**src/rtl/cordic_scheduler.sv**
```systemverilog
// cordic_scheduler: lets two requesters share one fixed-latency CORDIC cosine
// pipeline. A round-robin arbiter issues at most one operand per clock, and a
// tag delay line records who owns each operand. Each result lands in that
// owner's show-ahead FIFO. Per-requester credit counters stop a requester
// before its FIFO could overflow.
module cordic_scheduler #(
  parameter int W          = 32,
  parameter int LATENCY    = 20,
  parameter int FIFO_DEPTH = 4
) (
  input  logic         clk,
  input  logic         rst,
  input  logic         req0_valid,
  output logic         req0_ready,
  input  logic [W-1:0] req0_data,
  input  logic         req1_valid,
  output logic         req1_ready,
  input  logic [W-1:0] req1_data,
  output logic         res0_valid,
  input  logic         res0_ready,
  output logic [W-1:0] res0_data,
  output logic         res1_valid,
  input  logic         res1_ready,
  output logic [W-1:0] res1_data,
  output logic [W-1:0] cordic_dataa,
  input  logic [W-1:0] cordic_result,
  output logic         busy
);

  localparam int CW = $clog2(FIFO_DEPTH + 1);
  localparam int PW = $clog2(FIFO_DEPTH);
  localparam logic [CW-1:0] DEPTH_C = CW'(FIFO_DEPTH);
  localparam logic [CW-1:0] CNT_ONE = CW'(1);
  localparam logic [PW-1:0] PTR_ONE = PW'(1);

  // Per-requester views of the ports (index 0 = requester 0).
  logic [1:0] req_valid;
  logic [1:0] res_ready;
  logic [1:0] elig;
  logic [1:0] grant;
  logic [1:0] push;
  logic [1:0] pop;
  logic [1:0] res_valid;
  logic       accept;
  logic       capture;
  logic       cap_id;

  logic              last_grant_q, last_grant_d;
  logic [LATENCY-1:0] tag_v_q, tag_v_d;
  logic [LATENCY-1:0] tag_id_q, tag_id_d;
  logic [CW-1:0]     outst_q [2];
  logic [CW-1:0]     outst_d [2];
  logic [CW-1:0]     count_q [2];
  logic [CW-1:0]     count_d [2];
  logic [PW-1:0]     wr_ptr_q [2];
  logic [PW-1:0]     wr_ptr_d [2];
  logic [PW-1:0]     rd_ptr_q [2];
  logic [PW-1:0]     rd_ptr_d [2];
  logic [W-1:0]      mem_q [2][FIFO_DEPTH];
  logic [W-1:0]      head  [2];

  assign req_valid = {req1_valid, req0_valid};
  assign res_ready = {res1_ready, res0_ready};

  // Eligibility: valid and holding a free credit; nothing is granted in reset.
  always_comb begin
    // NOTE: every signal written in always_comb gets a default first so no
    // path leaves it unassigned; otherwise synthesis infers a latch.
    elig = '0;
    for (int n = 0; n < 2; n++) begin
      elig[n] = req_valid[n] && (outst_q[n] < DEPTH_C) && !rst;
    end
  end

  // Round-robin grant: on a tie, the requester that did not win last time wins.
  always_comb begin
    grant = elig;
    if (elig == 2'b11) begin
      grant = last_grant_q ? 2'b01 : 2'b10;
    end
    accept       = |grant;
    last_grant_d = accept ? grant[1] : last_grant_q;
  end

  // Operand mux into the CORDIC; zero when nothing is issued.
  always_comb begin
    cordic_dataa = '0;
    if (grant[0]) begin
      cordic_dataa = req0_data;
    end else if (grant[1]) begin
      cordic_dataa = req1_data;
    end
  end

  // Tag delay line: each stage marks which requester owns the operand at that depth.
  always_comb begin
    tag_v_d  = {tag_v_q[LATENCY-2:0], accept};
    tag_id_d = {tag_id_q[LATENCY-2:0], grant[1]};
  end

  assign capture = tag_v_q[LATENCY-1];
  assign cap_id  = tag_id_q[LATENCY-1];
  assign push    = {capture & cap_id, capture & ~cap_id};

  // FIFO and credit bookkeeping for both requesters.
  always_comb begin
    res_valid = '0;
    pop       = '0;
    for (int n = 0; n < 2; n++) begin
      res_valid[n] = (count_q[n] != '0);
      pop[n]       = res_valid[n] && res_ready[n];
      head[n]      = res_valid[n] ? mem_q[n][rd_ptr_q[n]] : '0;

      count_d[n] = count_q[n];
      case ({push[n], pop[n]})
        2'b10:   count_d[n] = count_q[n] + CNT_ONE;
        2'b01:   count_d[n] = count_q[n] - CNT_ONE;
        default: count_d[n] = count_q[n];
      endcase

      outst_d[n] = outst_q[n];
      case ({grant[n], pop[n]})
        2'b10:   outst_d[n] = outst_q[n] + CNT_ONE;
        2'b01:   outst_d[n] = outst_q[n] - CNT_ONE;
        default: outst_d[n] = outst_q[n];
      endcase

      wr_ptr_d[n] = push[n] ? wr_ptr_q[n] + PTR_ONE : wr_ptr_q[n];
      rd_ptr_d[n] = pop[n]  ? rd_ptr_q[n] + PTR_ONE : rd_ptr_q[n];
    end
  end

  // Control state: arbitration history, tags, credits, FIFO pointers.
  always_ff @(posedge clk or posedge rst) begin
    // NOTE: sequential state uses non-blocking assignments so every flop
    // samples pre-edge values regardless of statement order.
    if (rst) begin
      last_grant_q <= 1'b1;
      tag_v_q      <= '0;
      tag_id_q     <= '0;
      for (int n = 0; n < 2; n++) begin
        outst_q[n]  <= '0;
        count_q[n]  <= '0;
        wr_ptr_q[n] <= '0;
        rd_ptr_q[n] <= '0;
      end
    end else begin
      last_grant_q <= last_grant_d;
      tag_v_q      <= tag_v_d;
      tag_id_q     <= tag_id_d;
      for (int n = 0; n < 2; n++) begin
        outst_q[n]  <= outst_d[n];
        count_q[n]  <= count_d[n];
        wr_ptr_q[n] <= wr_ptr_d[n];
        rd_ptr_q[n] <= rd_ptr_d[n];
      end
    end
  end

  // Result storage: capture the CORDIC output into its owner's FIFO.
  always_ff @(posedge clk) begin
    // NOTE: the storage array has no reset. Empty slots are never observable,
    // because the head output is forced to zero while the FIFO is empty.
    for (int n = 0; n < 2; n++) begin
      if (push[n]) begin
        mem_q[n][wr_ptr_q[n]] <= cordic_result;
      end
    end
  end

  assign req0_ready = grant[0];
  assign req1_ready = grant[1];
  assign res0_valid = res_valid[0];
  assign res1_valid = res_valid[1];
  assign res0_data  = head[0];
  assign res1_data  = head[1];
  assign busy       = (|tag_v_q) | (|res_valid);

endmodule
```
**config.mk**
```make
export PLATFORM = sky130hd
export DESIGN_NAME = cordic_scheduler
export DESIGN_NICKNAME = d
export VERILOG_FILES = /design/src/rtl/cordic_scheduler.sv
export SDC_FILE = /design/constraint.sdc
export NUM_CORES = 1
export LEC_CHECK = 0
export CAP_MARGIN = 20
export CORE_ASPECT_RATIO = 1.4
export CORE_MARGIN = 1.5
export CORE_UTILIZATION = 53
export CTS_CLUSTER_SIZE = 28
export DETAILED_ROUTE_END_ITERATION = 16
export GPL_TIMING_DRIVEN = 0
export HOLD_SLACK_MARGIN = 0.08
export PLACE_DENSITY = 0.79
export SYNTH_ARGS = -nofsm -noshare
export SYNTH_HDL_FRONTEND = slang
export SYNTH_SLANG_ARGS = --single-unit
```
**constraint.sdc**
```tcl
create_clock -name clk -period 3 [get_ports clk]
set_clock_uncertainty 0.1 [all_clocks]
set_input_delay 0.6 -clock clk [delete_from_list [all_inputs] [get_ports clk]]
set_output_delay 0.6 -clock clk [all_outputs]
set_load 0.01 [all_outputs]
```
==> results.md <==
* CP Class: flop to primary output
* Ys flop type: edfxtp_1
* Crit end category: primary output
* Most frequent cell after synthesis: edfxtp_1
* Clock power share at 0.262
* Crit path DAT at 2.30 ns
* CTS tree: built
* Avg WL per Cell at 22.7 um
* Drt via density at 5.60
* DRC viols at 0
* Power Density at 907 nW/um2
* Failing checks: negative setup slack
* Sequential power share at 0.385
* Clock Pin Slew Worst Setup and Hold Paths at 0.06 ns
* Initial drt markers at 567
* Vias at 6646
* Total global-route track usage at 0.229
* Post-synthesis sequential area ratio at 0.751
* Syn_nets at 720
* Yosys top cell area share at 0.626
* Top post-synthesis cells by count: edfxtp_1, and2_1, mux4_2, dfrtp_1, a22o_1
* Initial antenna violation count at 1
* Post-place setup slack at -0.510 ns
* Avg Cell Area, Syn at 20.4 um2
* Worst min-delay path class: input port to asynchronous set/reset pin
* Setup crit start kind: flop
* Clock Latency Late Sink at 0.54 ns
* Int Pwr at 10.3 mW
* First-pass DRT Iterations at 4
* Critical path's top delay family: simple AND/OR/NAND/NOR gates
* Max-cap viol count at 0
* Post-Syn Area at 12300 um2
* Fraction of registers with async set/reset at 0.192
* Crit path time final at 3.00 ns
* RePlAce Congestion at 0.841
* Share of layout cells above drive strength 1 at 0.252
* Post-route setup slack at -0.00231 ns
* Vias in the first global route at 7364
* Core ar. at 22600 um2
* First-pass GRT wire length at 41500 um
* Buf/Inv on CP at 2
* Tot Pwr at 14.5 mW
* TritonCTS Sinks at 317
* Distinct cell type count of the synthesized netlist at 35
* R2R Path Start: outst_q[2]
* Largest net degree at the start of global routing at 42
* Ranking of synthesized cells by area: edfxtp_1, dfrtp_1, mux4_2
* Switching power at 4.19 mW
* Die height at 183 um
* Crit path from: count_q[0]
* Cells after Synth at 602
* Worst-Margin Slew at 0.985 ns
* CTS max path bufs at 3
* Number of synthesized flops with an enable pin at 256
* Final-stage net count at 982
* Peak supply drop at 556 uV
* Grt ovf at 0
* Cts bufs inserted at 28
* CP cell instances: or3_1 > buf_6 > or4_4 > clkdlybuf4s15_2
* Highest clock rate at 0.333 GHz
* Run status: finished with violations
* CTS H-tree lvls at 1
* Final HPWL from detailed placement at 17100 um
* Setup TNS at -0.00231 ns
* Slowest stage delay, CP at 0.52 ns
* Comb pwr share at 0.353
* Normalized max-slew margin at 0.343
* Placed cell area at 14800 um2
* Worst-path fanout max at 9
* Slowest cell on the critical path: or4_4
* Routed Antenna Nets at 0
* Crit path required time at 2.30 ns
* I/O Buffers at 202
* Fin Hold WS at 0.167 ns
* Area delta synth->final at 30.4%
* Num ports at 203
* DIE AREA at 24100 um2
* Final setup violation count at 1
* Pleak at 5.97 nW
* CTS root buf: clkbuf_16
* Final hold vios at 0
* Post-Route WL at 27000 um
* FP Rows at 65
* Switch share at 0.289
* Seq cells post-synth at 317
* Synth area leader: edfxtp_1
* Pins over their slew limit at 0
* Crit share post-route at 1.00
* Chip Width at 132 um
* Finished Core Util at 0.708
* Placed insts at 1109
* Post-CTS Hold Fix Bufs at 0
* Initial core utilization at 0.543
* Fin area at 16000 um2
* Warnings, synthesis at 0
* # diodes at 0
* Layout Cells excl Fill at 1187
[flip-flops by register name (all words and copies together), names as in the netlist]
| signal | count |
|---|---|
| last_grant_q | 1 |
| mem_q | 256 |
| count_q | 6 |
| tag_v_q | 20 |
| wr_ptr_q | 4 |
| tag_id_q | 20 |
| rd_ptr_q | 4 |
| outst_q | 6 |
[repair_timing]
item | 4_1_cts | 5_1_grt
cloned | 3 | 1
pin swaps | 1 | 1
resized for setup | 174 | 61
setup endpoints to repair | 101 | 45
buffers inserted | 14 | 10
[worst reg2reg max path: cells and delay by family, from the launching register on]
kind	cells	cell delay [ns]
AO/OA/AOI/OAI	1	0.15
XOR/XNOR	2	0.30
adder cells (fa/ha/maj)	2	0.62
buffers and inverters	4	0.42
flip-flops	1	0.40
AND/OR/NAND/NOR	2	0.52
[cell type report]
type	instances	area, um2
Sequential cell	317	9220
Fill cell	1385	6610
Multi-Input combinational cell	236	2820
Timing Repair Buffer	234	2180
Clock buffer	31	743
Tap cell	301	377
Buffer	29	347
Clock inverter	21	255
Inverter	18	67.6
[cells by family after synthesis]
| group | share of synthesized area |
|---|---|
| flops | 0.751 |
| simple gates | 0.0486 |
| xor+xnor | 0.0128 |
| compound gates | 0.0254 |
| buf+inv | 0.0216 |
| mux | 0.122 |
| fa+ha+maj | 0.0188 |
[cells in the final DEF, fill, tap and decap left out, drive strengths merged, types with 2 or more instances in the layout]
cell type and count:
nor2 4, clkdlybuf4s15 11, clkbuf 63, or3 2
bufinv 5, mux2i 3, nor2b 2, mux2 2
nor4 4, mux4 64, and2 70, fa 4
xnor2 9, dlymetal6s2s 3, nand2 3, edfxtp 256
nand3 2, a22o 32, clkdlybuf4s50 100, dfrtp 60
buf 57, clkinvlp 2, clkinv 13, and3 4
ha 12, xor2 9, dlygate4sd2 59, o21ai 3
inv 19, or4 2
[power groups by stage]
stage          clock network [mW]  registers [mW]  logic (mW)
6_report                     3.80            5.59        5.12
5_1_grt                      4.01            5.63        5.49
4_1_cts                      3.84            5.59        5.06
3_5_place_dp                    0            5.63        5.16
3_3_place_gp                    0            5.59        5.00
2_1_floorplan                   0            5.55        2.88
[path summary, 6_finish.rpt]
kind | endpoint | slack, ns | cells past startpoint
setup / recovery | busy | -0.002 | 4
hold / removal | tag_v_q[0] | 0.17 | 2
setup reg to reg | outst_q[2] | 0.41 | 11
hold reg to reg | tag_id_q[14] | 0.25 | 0
max in group asynchronous | tag_v_q[19] | 2.07 | 3
min in group clk | tag_id_q[14] | 0.25 | 0
[metal layers]
| layer | vias up | wire, um | global-route usage |
|---|---|---|---|
| li1 | 2877 | - | - |
| met1 | 3411 | 9040 | 0.249 |
| met3 | 56 | 1810 | 0.0409 |
| met4 | 0 | 795 | 0.0751 |
| met5 | - | 0 | 0 |
| met2 | 302 | 15300 | 0.449 |
Power figures use the tool's default switching activity.
